$ cat src/rtl/sequence_ctrl.sv
// Memory-game sequencer: grows a random colour sequence in an external ROM,
// plays it back through a valid/ready display port, then checks player presses.
module sequence_ctrl #(
    parameter int DEPTH  = 16,
    parameter int RD_LAT = 2
) (
    input  logic       clk,
    input  logic       rst,
    input  logic       start,
    input  logic [1:0] rnd,
    input  logic       btn_valid,
    input  logic [1:0] btn_color,
    output logic       show_valid,
    output logic [1:0] show_color,
    input  logic       show_ready,
    output logic       mem_we,
    output logic [3:0] mem_wr_addr,
    output logic [1:0] mem_wr_data,
    output logic [3:0] mem_rd_addr,
    input  logic [1:0] mem_rd_data,
    output logic [4:0] level,
    output logic       busy,
    output logic       game_over,
    output logic       win
);

    typedef enum logic [2:0] {
        IDLE, APPEND, PLAY_RD, PLAY_SHOW, IN_WAIT, IN_RD, IN_CMP
    } state_t;

    localparam int              WAIT_W    = (RD_LAT < 1) ? 1 : $clog2(RD_LAT + 1);
    localparam logic [WAIT_W-1:0] WAIT_LAST = WAIT_W'(RD_LAT);
    localparam logic [4:0]      DEPTH_L   = 5'(DEPTH);

    state_t            state, state_nx;
    logic [4:0]        idx, idx_inc;
    logic [WAIT_W-1:0] wait_cnt;
    logic [1:0]        btn_lat, exp_color;
    logic              rd_done, last, match, start_ok;

    // Read data is sampled one cycle after RD_LAT elapses, so the address is
    // held for RD_LAT+1 cycles and is stable for the whole memory latency.
    assign rd_done  = (wait_cnt == WAIT_LAST);
    assign idx_inc  = idx + 5'd1;
    assign last     = (idx_inc == level);
    assign match    = (btn_lat == exp_color);
    assign start_ok = start && !game_over && !win;
    assign busy     = (state != IDLE);

    // NOTE: sequential state uses non-blocking assignments so every flop samples pre-edge values.
    always_ff @(posedge clk or posedge rst) begin
        if (rst) state <= IDLE;
        else     state <= state_nx;
    end

    // NOTE: every output of this block gets a default first so no latch can be inferred.
    always_comb begin
        state_nx    = state;
        mem_we      = 1'b0;
        mem_wr_addr = 4'd0;
        mem_wr_data = 2'd0;
        mem_rd_addr = 4'd0;
        show_valid  = 1'b0;
        case (state)
            IDLE:      if (start_ok) state_nx = APPEND;
            APPEND: begin
                mem_we      = 1'b1;
                mem_wr_addr = level[3:0];
                mem_wr_data = rnd;
                state_nx    = PLAY_RD;
            end
            PLAY_RD: begin
                mem_rd_addr = idx[3:0];
                if (rd_done) state_nx = PLAY_SHOW;
            end
            PLAY_SHOW: begin
                show_valid = 1'b1;
                if (show_ready) state_nx = last ? IN_WAIT : PLAY_RD;
            end
            IN_WAIT:   if (btn_valid) state_nx = IN_RD;
            IN_RD: begin
                mem_rd_addr = idx[3:0];
                if (rd_done) state_nx = IN_CMP;
            end
            IN_CMP: begin
                if (!match)                 state_nx = IDLE;
                else if (!last)             state_nx = IN_WAIT;
                else if (level == DEPTH_L)  state_nx = IDLE;
                else                        state_nx = APPEND;
            end
            default:   state_nx = IDLE;
        endcase
    end

    always_ff @(posedge clk or posedge rst) begin
        if (rst) begin
            level      <= 5'd0;
            idx        <= 5'd0;
            wait_cnt   <= '0;
            show_color <= 2'd0;
            btn_lat    <= 2'd0;
            exp_color  <= 2'd0;
            game_over  <= 1'b0;
            win        <= 1'b0;
        end else begin
            game_over <= 1'b0;
            win       <= 1'b0;
            case (state)
                IDLE:    if (start_ok) level <= 5'd0;
                APPEND: begin
                    level    <= level + 5'd1;
                    idx      <= 5'd0;
                    wait_cnt <= '0;
                end
                PLAY_RD: begin
                    if (rd_done) begin
                        show_color <= mem_rd_data;
                        wait_cnt   <= '0;
                    end else begin
                        wait_cnt <= wait_cnt + 1'b1;
                    end
                end
                PLAY_SHOW: if (show_ready) idx <= last ? 5'd0 : idx_inc;
                IN_WAIT: begin
                    if (btn_valid) begin
                        btn_lat  <= btn_color;
                        wait_cnt <= '0;
                    end
                end
                IN_RD: begin
                    if (rd_done) begin
                        exp_color <= mem_rd_data;
                        wait_cnt  <= '0;
                    end else begin
                        wait_cnt <= wait_cnt + 1'b1;
                    end
                end
                IN_CMP: begin
                    if (!match)                game_over <= 1'b1;
                    else if (!last)            idx       <= idx_inc;
                    else if (level == DEPTH_L) win       <= 1'b1;
                end
                default: ;
            endcase
        end
    end

endmodule

$ cat config.mk
export PLATFORM = sky130hd
export DESIGN_NAME = sequence_ctrl
export DESIGN_NICKNAME = d
export VERILOG_FILES = /design/src/rtl/sequence_ctrl.sv
export SDC_FILE = /design/constraint.sdc
export NUM_CORES = 1
export LEC_CHECK = 0
export ABC_AREA = 1
export CAP_MARGIN = 10
export CORE_MARGIN = 2
export CORE_UTILIZATION = 50
export DETAILED_ROUTE_END_ITERATION = 6
export HOLD_SLACK_MARGIN = 0.06
export PLACE_DENSITY_LB_ADDON = 0.25
export SETUP_SLACK_MARGIN = 0.2
export SYNTH_ARGS = -nofsm -noshare
export SYNTH_HDL_FRONTEND = slang
export SYNTH_SLANG_ARGS = --single-unit
$ cat constraint.sdc
create_clock -name clk -period 2.3 [get_ports clk]
set_clock_uncertainty 0.05 [all_clocks]
set_input_delay 0.575 -clock clk [delete_from_list [all_inputs] [get_ports clk]]
set_output_delay 0.575 -clock clk [all_outputs]
set_load 0.05 [all_outputs]
==> impl_metrics.toml, run 1 <==
[die]
start_util_pct = 51.3
rows = 20
ioPinCount = 33
core_area_sq_um = 2980
die_area_sq_um = 3510
die_x_um = 59.3
die_y_um = 59.3

[clock_tree]
clock_sinks = 23
cts_max_level = 1
tritoncts = "built"
numCtsBuffers = 3
cts_hold_buffers = 0
cts_buffer_depth = 2
clkLatencyLatePin_ns = 0.32
root_buffer = "clkbuf_4"
path_clk_slew_ns = 0.14

[pwr]
power_density_nw_per_um2 = 1380
share_comb_of_total_power_pct = 70.3
totalPowerFinal_w = 0.00302
p_switching_w = 0.00165
leakagePower_nw = 1.08
clkPwrFrac_pct = 6.6
seqPwrFrac_pct = 23.2
vdd.ir_drop.worst_mv = 0.939
p_sw_share_pct = 54.6
cell_internal_pwr_w = 0.00137

[yosys]
synth_cells = 206
synth.top_cell.area_share_pct = 37.7
synth_top_area_cell = "dfrtp_1"
yosys_warnings = 0
ys_seq_area_share_pct = 37.7
ys.flop_type = "dfrtp_1"
yosys-top-cells-count = "nand2_1, inv_1, dfrtp_1"
syn_area_sq_um = 1530
async_reset_ff_share_pct = 100
synth-edff-count = 0
syn_avg_cell_area_sq_um = 7.41
synthTopCellsByArea = "dfrtp_1, nand2_1, inv_1, nor2_1, nand3_1"
ys_ff_latch = 23
syn_nets = 220
synth_cell_types = 34
yosysMostFrequentCell = "nand2_1"

[worst_setup_path]
critPathTopFamily = "flip-flops"
r2r_slack_ns = 0.38
required_ns = 1.67
path_cells = "inv_4 > nor2_4 > nor2_4 > nor2_2 > buf_12"
rr_worst_depth = 11
cpPeakStageDelay_ns = 0.53
cp_data_arrival_time_ns = 1.47
crit_cells = 5
cpMaxStageDelayCell = "dfrtp_2"
cp_max_fo = 8
startpoint_type = "flop"
critPathKind = "reg -> out"
cp.buffers_inverters = 2
critPathLaunch = "state[2]"
crit_end = "mem_rd_addr[3]"
critPathMostFrequentCell = "nor2_4"
rr_endpoint = "idx[0]"
r2r_start = "idx[1]"
critPathCaptureType = "primary output"

[grt]
antenna_found_initial = 0
use_met1_pct = 30.3
grt_pass1_vias = 1399
overflow = 0
grtUsageTotal_pct = 23.4
grt_max_degree = 24
grt_first_pass_wirelength_um = 6120
busiest_layer = "met2"
grt.met3_usage_pct = 2.84
grt_use_met2_pct = 40.7

[sta]
finalCritPeriodShare_pct = 91.0
fmax_mhz = 478
hold_violations = 0
period_minus_slack_ns = 2.09
finalSetupViolCount = 0
finalMaxSlewViolations = 0
layout_setup_ws_ns = 0.207
slew_headroom_pct = 67.0
holdWs_ns = 0.461
fin_tns_setup_ns = 0
rsz0062_at_grt = "yes"
worst-slew-pin-transition_ns = 0.498

[detailed_routing]
first_iter_violations = 71
firstDrtPassIters = 5
drt-total-wl_um = 3730
dr_total_vias = 1503
vias_per_cell = 5.29
routedWlPerCell_um = 13.1
drcViolationCount = 0
ant_nets = 0

[cells_and_area]
fin_nets = 266
fin_area_sq_um = 2190
area_growth_pct = 43.6
nFillCells = 234
diodes = 0
layout-drive-gt1-share_pct = 29.5

[place]
hpwlAfterDp_um = 2760
placed_area_sq_um = 2040
gp_congestion = 0.928
io_buffer_count = 32
post-place-ws_ns = 0.191

[hold_path]
min-delay-path-class = "reg -> reg"

[outcome]
outcome = "completed"

[run]
maxCapViolCount = 0
==> cells by family after synthesis <==
family / count (synthesis) / synth area share, %
and+or+nand+nor: 116 / 36.2
adders and majority gates: 3 / 2.46
AOI/OAI and AO/OA: 26 / 12.0
muxes: 3 / 2.21
buffers and inverters: 34 / 8.85
DFF: 23 / 37.7
xor gates and xnor gates: 1 / 0.574
==> metal layers <==
layer / share of wire, % / routed length (um) / vias to the layer above
met3: 3.2 / 121 / 5
met4: 1.2 / 44 / 0
met1: 44 / 1640 / 695
met2: 52 / 1920 / 35
met5: 0 / 0 / -
li1: - / - / 768
==> worst reg2reg max path, cell delays in order, from the launching register on <==
cell	delay, ns
dfrtp_1	0.47
ha_1	0.37
inv_1	0.05
nand2_1	0.07
nand2_1	0.06
nor2_2	0.09
nand3_2	0.09
nor2_4	0.13
nand3_4	0.14
o21ai_4	0.21
nand2_1	0.07
nand2_1	0.06
==> flip-flops by register name (all words and copies together) (netlist names), 2 cells and up <==
register and cells:
idx 5, level 5, state 3, btn_lat 2, exp_color 2, show_color 2
wait_cnt 2
==> layout by cell type (no fill, tap or decap), drive strengths merged <==
master	n
nand2	62
inv	33
nor2	28
dfrtp	23
buf	23
nand3	15
clkdlybuf4s50	10
dlygate4sd2	9
o21ai	8
a21oi	6
nand4	5
o2111ai	5
mux2	3
ha	3
clkbuf	3
a31oi	2
nor3	2
or2	2
o21bai	1
or3b	1
o31ai	1
o32ai	1
xor2	1
o22ai	1
nor4	1
a21boi	1
clkinvlp	1
==> power groups by stage <==
stage                     logic, W  registers [W]  clock network [W]
after floorplan            0.00123       0.000826                  0
after global placement     0.00190       0.000695                  0
after CTS                  0.00200       0.000696           0.000202
after detailed placement   0.00193       0.000696                  0
after global routing       0.00230       0.000721           0.000215
final                      0.00213       0.000701           0.000199
==> what timing repair did <==
action                                  4_1_cts  5_1_grt
pin swaps                                     3        2
gates cloned                                  0        0
gates resized for setup                      20        8
endpoints found under the hold margin         0        0
buffers inserted                              3        6
endpoints found under the setup margin       19       18
==> per-stage QoR <==
step,std cells,util (%)
floorplan,206,-
global placement,271,68.4
detailed placement,271,68.4
CTS,278,71.1
global route,284,73.6
finish,284,73.6
==> worst min path at each step <==
stage | depth (start not counted) | slack, ns | start | endpoint
3_5_place_dp | 2 | 0.44 | idx[4] | idx[4]
6_report | 1 | 0.46 | wait_cnt[0] | wait_cnt[0]
5_1_grt | 1 | 0.47 | wait_cnt[0] | wait_cnt[0]
2_1_floorplan | 2 | 0.40 | idx[4] | idx[4]
3_3_place_gp | 1 | 0.43 | wait_cnt[0] | wait_cnt[0]
4_1_cts | 1 | 0.46 | wait_cnt[0] | wait_cnt[0]
==> cell type report <==
class | count | area (sq um) | share of cell area, %
multi-input combinational | 149 | 905 | 41.3
sequential | 23 | 581 | 26.5
timing repair buffer | 42 | 502 | 22.9
inverter | 33 | 134 | 6.11
tap | 33 | 41.3 | 1.88
clock buffer | 3 | 22.5 | 1.03
clock inverter | 1 | 7.51 | 0.342
No activity file was read; power rests on OpenSTA's default activity.
==> run 2: changes to the inputs <==
SETUP_SLACK_MARGIN = 0.05   (was 0.2)
==> run 2 against run 1 <==
  * Non-clock buffer count shrank 6
  * Cell count is 2.1% lower
  * Sequential power is essentially flat
  * Count of clock-buffer cells in the layout stayed put
  * Clock power barely moved
  * Worst hold slack improved by 0.0030 ns
  * Largest power group unchanged
==> impl_metrics.toml, run 2 (synthesis results as in run 1) <==
[detailed_routing]
ant_nets = 0
drcViolationCount = 0
drt-total-wl_um = 3850
first_iter_violations = 71
dr_total_vias = 1495
firstDrtPassIters = 4
routedWlPerCell_um = 13.9
vias_per_cell = 5.38

[place]
io_buffer_count = 32
hpwlAfterDp_um = 2910
post-place-ws_ns = 0.166
placed_area_sq_um = 2020
gp_congestion = 0.874

[die]
start_util_pct = 51.3
die_area_sq_um = 3510
rows = 20
core_area_sq_um = 2980
die_x_um = 59.3
die_y_um = 59.3
ioPinCount = 33

[clock_tree]
numCtsBuffers = 3
clkLatencyLatePin_ns = 0.33
root_buffer = "clkbuf_4"
clock_sinks = 23
tritoncts = "built"
cts_buffer_depth = 2
cts_hold_buffers = 0
cts_max_level = 1
path_clk_slew_ns = 0.12

[pwr]
p_sw_share_pct = 54.9
seqPwrFrac_pct = 23.9
cell_internal_pwr_w = 0.00132
power_density_nw_per_um2 = 1390
share_comb_of_total_power_pct = 69.4
p_switching_w = 0.00161
leakagePower_nw = 1.04
vdd.ir_drop.worst_mv = 0.985
clkPwrFrac_pct = 6.8

[sta]
slew_headroom_pct = 65.7
finalCritPeriodShare_pct = 96.9
finalMaxSlewViolations = 0
fin_tns_setup_ns = 0
period_minus_slack_ns = 2.23
worst-slew-pin-transition_ns = 0.513
hold_violations = 0
fmax_mhz = 449
rsz0062_at_grt = "yes"
finalSetupViolCount = 0
layout_setup_ws_ns = 0.0709

[worst_setup_path]
rr_worst_depth = 12
cp.buffers_inverters = 1
cp_data_arrival_time_ns = 1.60
cpPeakStageDelay_ns = 0.83
startpoint_type = "flop"
required_ns = 1.67
r2r_slack_ns = 0.30
crit_cells = 1
critPathTopFamily = "buffers and inverters"
cp_max_fo = 5
path_cells = "clkdlybuf4s50_1"
cpMaxStageDelayCell = "clkdlybuf4s50_1"
critPathKind = "reg -> out"
critPathCaptureType = "primary output"

[hold_path]
holdPathStages = 1
min-delay-path-class = "reg -> reg"

[cells_and_area]
multi_input_area_sq_um = 873
final_cell_mix = "nand2_1, inv_1, dfrtp_1"
fin_area_sq_um = 2120
final_common_cell = "nand2_1"
seqCellArea_sq_um = 578
layout-drive-gt1-share_pct = 26.9
reg.largest.list = "idx: 5 flops, level: 5 flops, state: 3 flops"
area_growth_pct = 38.8
nFillCells = 233
fin_nets = 260
diodes = 0

[run]
maxCapViolCount = 0

[grt]
grt_pass1_vias = 1451
grt_max_degree = 24
antenna_found_initial = 0
grtUsageTotal_pct = 23.5
overflow = 0
grt_first_pass_wirelength_um = 6270

[outcome]
outcome = "completed"
-- run 2: changes by cell type in the layout (fill, tap and decap cells not counted), sizes merged --
cell           delta
clkinv            +1
dlygate4sd2       -8
buf               -6
clkinvlp          -1
clkdlybuf4s50     +7
dlymetal6s2s      +1
-- run 2: worst paths after layout --
kind | startpoint | endpoint
min | wait_cnt[0] | wait_cnt[0]
min reg2reg | wait_cnt[0] | wait_cnt[0]
max | level[4] | level[4]
max reg2reg | idx[0] | state[2]
max in group asynchronous | rst | state[2]
min in group asynchronous | rst | idx[1]
-- run 2: metrics by stage --
stage	utilization [%]	cells	total power (W)	hold WS (ns)
detailed placement	67.9	271	0.00262	0.430
CTS	69.4	276	0.00284	0.465
global route	71.1	278	0.00315	0.496
floorplan	-	206	0.00203	0.404
global placement	67.9	271	0.00257	0.431
finish	71.1	278	0.00294	0.464
-- run 2: metal layers --
| layer | vias to the layer above | share of wire [%] | GRT usage [%] |
|---|---|---|---|
| met5 | - | 0 | 0 |
| met4 | 0 | 2.6 | 9.74 |
| met1 | 676 | 40 | 26.9 |
| met2 | 55 | 53 | 43.0 |
| met3 | 13 | 3.9 | 3.49 |
| li1 | 751 | - | - |
-- run 2: timing repair --
item	in CTS	in global routing
gates cloned	0	0
buffers inserted	1	2
gates resized for setup	5	12
pin swaps	1	0
setup endpoints to repair	11	11
-- run 2: final cells by class --
cell class | instances | area share (%)
Multi-Input combinational cell | 149 | 41.2
Sequential cell | 23 | 27.3
Timing Repair Buffer | 36 | 22.2
Inverter | 33 | 6.08
Tap cell | 33 | 1.95
Clock buffer | 3 | 1.06
Clock inverter | 1 | 0.236
-- run 2: power groups by stage --
stage	Sequential, W	Clock (W)	Combinational [W]
final	0.000701	0.000199	0.00204
after global routing	0.000726	0.000210	0.00221
after CTS	0.000703	0.000198	0.00194
after detailed placement	0.000702	0	0.00192
after global placement	0.000697	0	0.00187
after floorplan	0.000826	0	0.00121
==> run 3: changes to the inputs <==
REMOVE_ABC_BUFFERS = 1   (was not set)
==> run 3 against run 2 <==
  * Non-clock buffer count down 1
  * Largest power group unchanged
  * Routed wire length down 9.3%
  * First-iteration DRC count down 52%
  * Critical path type unchanged
  * Die area unchanged
  * Largest cell class unchanged
  * Global-route usage down 1.8 points
==> impl_metrics.toml, run 3 (synthesis results as in run 1) <==
[detailed_routing]
vias_per_cell = 5.30
drt-total-wl_um = 3500
first_iter_violations = 34
dr_total_vias = 1468
drcViolationCount = 0
firstDrtPassIters = 4
wl_met2_um = 1710
wl_met3_um = 101
ant_nets = 0
drt-met1-wl_um = 1640
routedWlPerCell_um = 12.6
maxUsedRoutingLayer = "met4"

[cells_and_area]
layout-drive-gt1-share_pct = 26.2
area_growth_pct = 38.6
diodes = 0
reg.largest.list = "idx: 5 flops, level: 5 flops, state: 3 flops"
fin_area_sq_um = 2120
finalNonFillerCells = 277
nFillCells = 232
final_common_cell = "nand2_1"
utilization_pct = 71.1
final_cell_mix = "nand2_1, inv_1, dfrtp_1"
fin_nets = 259

[clock_tree]
root_buffer = "clkbuf_4"
tritoncts = "built"
clock_sinks = 23
cts_buffer_depth = 2
path_clk_slew_ns = 0.12
clkLatencyLatePin_ns = 0.31
numCtsBuffers = 3
cts_max_level = 1

[sta]
rsz0062_at_grt = "yes"
finalCritPeriodShare_pct = 97.7
period_minus_slack_ns = 2.25
finalMaxSlewViolations = 0
finalSetupViolCount = 0
hold_violations = 0
slew_headroom_pct = 65.6
fmax_mhz = 445
worst-slew-pin-transition_ns = 0.514
holdWs_ns = 0.470

[pwr]
totalPowerFinal_w = 0.00289
cell_internal_pwr_w = 0.00132
p_sw_share_pct = 54.3
leakagePower_nw = 1.03
seqPwrFrac_pct = 24.6
share_comb_of_total_power_pct = 69.0
power_density_nw_per_um2 = 1360
clkPwrFrac_pct = 6.5
vdd.ir_drop.worst_mv = 0.974
p_switching_w = 0.00157

[worst_setup_path]
rr_endpoint = "win"
crit_end = "level[4]"
cpPeakStageDelay_ns = 0.85
r2r_slack_ns = 0.37
cp.buffers_inverters = 1
critPathCaptureType = "primary output"
cpMaxStageDelayCell = "clkdlybuf4s50_1"
startpoint_type = "flop"
r2r_start = "idx[0]"
path_cells = "clkdlybuf4s50_1"
rr_worst_depth = 9
required_ns = 1.67
crit_cells = 1
critPathTopFamily = "buffers and inverters"
critPathLaunch = "level[4]"
cp_data_arrival_time_ns = 1.62
critPathKind = "reg -> out"
cp_max_fo = 5

[place]
gp_congestion = 0.865
placed_area_sq_um = 2010
dpl.cell_count = 272
hpwlAfterDp_um = 2700
io_buffer_count = 32

[outcome]
outcome = "completed"

[run]
maxCapViolCount = 0

[die]
die_x_um = 59.3
ioPinCount = 33
die_area_sq_um = 3510
start_util_pct = 51.3
core_area_sq_um = 2980
rows = 20
die_y_um = 59.3

[grt]
overflow = 0
grtUsageTotal_pct = 21.7
grt_first_pass_wirelength_um = 5890
grt_pass1_vias = 1377
antenna_found_initial = 0
grt_max_degree = 24

[hold_path]
min-delay-path-class = "reg -> reg"
-- run 3: changes by cell type in the layout (fill, tap and decap cells not counted) --
cell      previous run  this run
clkinv_2             1         0
nor3_4               0         1
buf_4                5         4
clkbuf_1             0         1
nor3_2               1         0
-- run 3: how the worst min path moves through the flow --
stage | slack, ns | depth (start not counted) | endpoint | start
final | 0.47 | 1 | wait_cnt[0] | wait_cnt[0]
after global routing | 0.48 | 1 | wait_cnt[0] | wait_cnt[0]
after CTS | 0.46 | 1 | wait_cnt[0] | wait_cnt[0]
after detailed placement | 0.44 | 2 | idx[4] | idx[4]
after global placement | 0.44 | 1 | wait_cnt[0] | wait_cnt[0]
after floorplan | 0.40 | 2 | idx[4] | idx[4]
-- run 3: timing repair --
action                                 CTS  global route
setup buffers                            0             1
gates resized for setup                  6            18
endpoints found under the hold margin    0             0
gates cloned                             0             0
setup endpoints to repair               11            11
hold buffers                             0             0
-- run 3: area by class of cell --
cell class / count / area (sq um) / share of cell area, %
sequential: 23 / 578 / 27.3
multi-input combinational: 149 / 880 / 41.6
clock buffer: 4 / 26.3 / 1.24
timing repair buffer: 35 / 462 / 21.8
inverter: 33 / 129 / 6.09
tap: 33 / 41.3 / 1.95
-- run 3: per-layer routing --
metal / vias to the layer above / GRT usage (%)
met2: 24 / 36.1
li1: 743 / -
met3: 6 / 1.97
met1: 695 / 29.2
met5: - / 0
met4: 0 / 8.12
-- run 3: through the flow --
stage | setup TNS (ns) | worst slack, ns
2_1_floorplan | -2.11 | -0.356
3_3_place_gp | 0 | 0.216
3_5_place_dp | 0 | 0.152
4_1_cts | 0 | 0.0215
5_1_grt | 0 | 0.0407
6_report | 0 | 0.0520
-- run 3: power by group through the flow --
stage          combinational, W  sequential [W]  clock [W]
2_1_floorplan           0.00115        0.000840          0
3_3_place_gp            0.00186        0.000693          0
3_5_place_dp            0.00189        0.000698          0
4_1_cts                 0.00190        0.000691   0.000192
5_1_grt                 0.00218        0.000728   0.000204
6_report                0.00199        0.000710   0.000186
==> edit: new RTL, config.mk and constraints of run 2 <==
Change the parameter `RD_LAT` from 2 to 4.
--- a/src/rtl/sequence_ctrl.sv
+++ b/src/rtl/sequence_ctrl.sv
@@ -3,5 +3,5 @@
 module sequence_ctrl #(
     parameter int DEPTH  = 16,
-    parameter int RD_LAT = 2
+    parameter int RD_LAT = 4
 ) (
     input  logic       clk,
Formal check against the unedited RTL: not equivalent (Yosys sat finds a counterexample within 10 cycles, from zero or initial values and one cycle with rst high).
==> edit against run 2 <==
  * Worst setup slack better by 0.020 ns
  * Sequential cell count up 1
  * Largest power group unchanged
  * Cell count down 4.7%
  * Total power down 7.1%
  * Wire length down 4.4%
  * Cell area up 0.12%
  * Global-route usage down 0.23 points
  * Synthesized area down 0.49%
  * Synthesized cell count down 6.8%
==> edit: results <==
set metrics [dict create \
    top_regs "idx (5), level (5)" \
    final_cell_count_no_fill 265 \
    place_ws_ns 0.261 \
    final.setup.worst_slack_ns 0.0914 \
    p_leak_nw 1.01 \
    final_instance_area_sq_mm 0.00212 \
    grt_use_total_pct 23.3 \
    run_status "complete, no violations" \
    critPathMaxFanout 4 \
    worst_ir_drop_vdd_uv 929 \
    synthDistinctLibCells 29 \
    synth_area_leaders "sky130_fd_sc_hd__dfrtp_1, sky130_fd_sc_hd__nand2_1, sky130_fd_sc_hd__inv_1" \
    num-fill-cells 210 \
    first_global_vias 1443 \
    worst_case_hold_slack_ns 0.483 \
    worst_setup_hold_path_clk_slew_ns 0.14 \
    r2r_setup_slack_ns 0.39 \
    synth-seq-area-share_pct 39.5 \
    drive_above_1_share_pct 25.2 \
    detail_route.wirelength_um 3690 \
    slew_at_the_pin_closest_to_its_max_slew_limit_ns 0.499 \
    placed_area_sq_mm 0.00203 \
    synth_common_cells "sky130_fd_sc_hd__nand2_1, sky130_fd_sc_hd__dfrtp_1, sky130_fd_sc_hd__inv_1" \
    syn_inst 192 \
    place.detailed.hpwl_um 2830 \
    synthesis.nets 208 \
    detailroute.via_count 1491 \
    drt-initial-drc-count 93 \
    grt_pass1_wl_um 6190 \
    critical_path_arrival_ns 1.58 \
    final_net_count 251 \
    post-place-cells 257 \
]
[edit: changes by cell type in the layout (fill, tap and decap cells not counted), sizes merged, moves of 3 or more]
cell | before | now
mux2 | 3 | 6
nand2 | 62 | 54
nor2 | 28 | 24
inv | 33 | 28
[edit: path summary, 6_finish.rpt]
path | start | cells past startpoint | endpoint
setup reg to reg | idx[0] | 12 | state[1]
hold / removal | show_color[1] | 1 | show_color[1]
hold reg to reg | show_color[1] | 1 | show_color[1]
setup / recovery | level[4] | 1 | level[4]
max in group asynchronous | rst | 3 | state[2]
min in group asynchronous | rst | 3 | idx[4]
[edit: area by class of cell]
cell class,count,share of cell area (%)
Inverter,29,5.13
Tap cell,31,1.83
Clock buffer,4,1.71
Timing Repair Buffer,38,22.6
Sequential cell,24,28.4
Multi-Input combinational cell,139,40.3
[edit: where the power goes]
group / internal (mW) / total [mW] / leakage [nW] / switching (mW)
Combinational: 0.660 / 1.82 / 0.668 / 1.16
Sequential: 0.545 / 0.678 / 0.320 / 0.133
Clock: 0.0972 / 0.235 / 0.0210 / 0.138
Total: 1.30 / 2.73 / 1.01 / 1.43
[edit: logic make-up (layout without fill, tap and decap cells)]
group                    Yosys count  in the layout  synth area share (%)
AO/OA/AOI/OAI                     25             25                  12.6
adder cells (fa/ha/maj)            5              5                  4.12
XOR/XNOR                           2              2                  1.15
AND/OR/NAND/NOR                  101            101                  31.0
flip-flops                        24             24                  39.5
buffers and inverters             29             71                  7.17
multiplexers                       6              6                  4.45
[edit: metal layers]
metal | up-vias | track usage, % | part of all wire [%]
met4 | 0 | 9.09 | 0.84
met5 | - | 0 | 0
met1 | 722 | 26.5 | 39
li1 | 717 | - | -
met2 | 49 | 44.3 | 56
met3 | 3 | 1.97 | 4.6
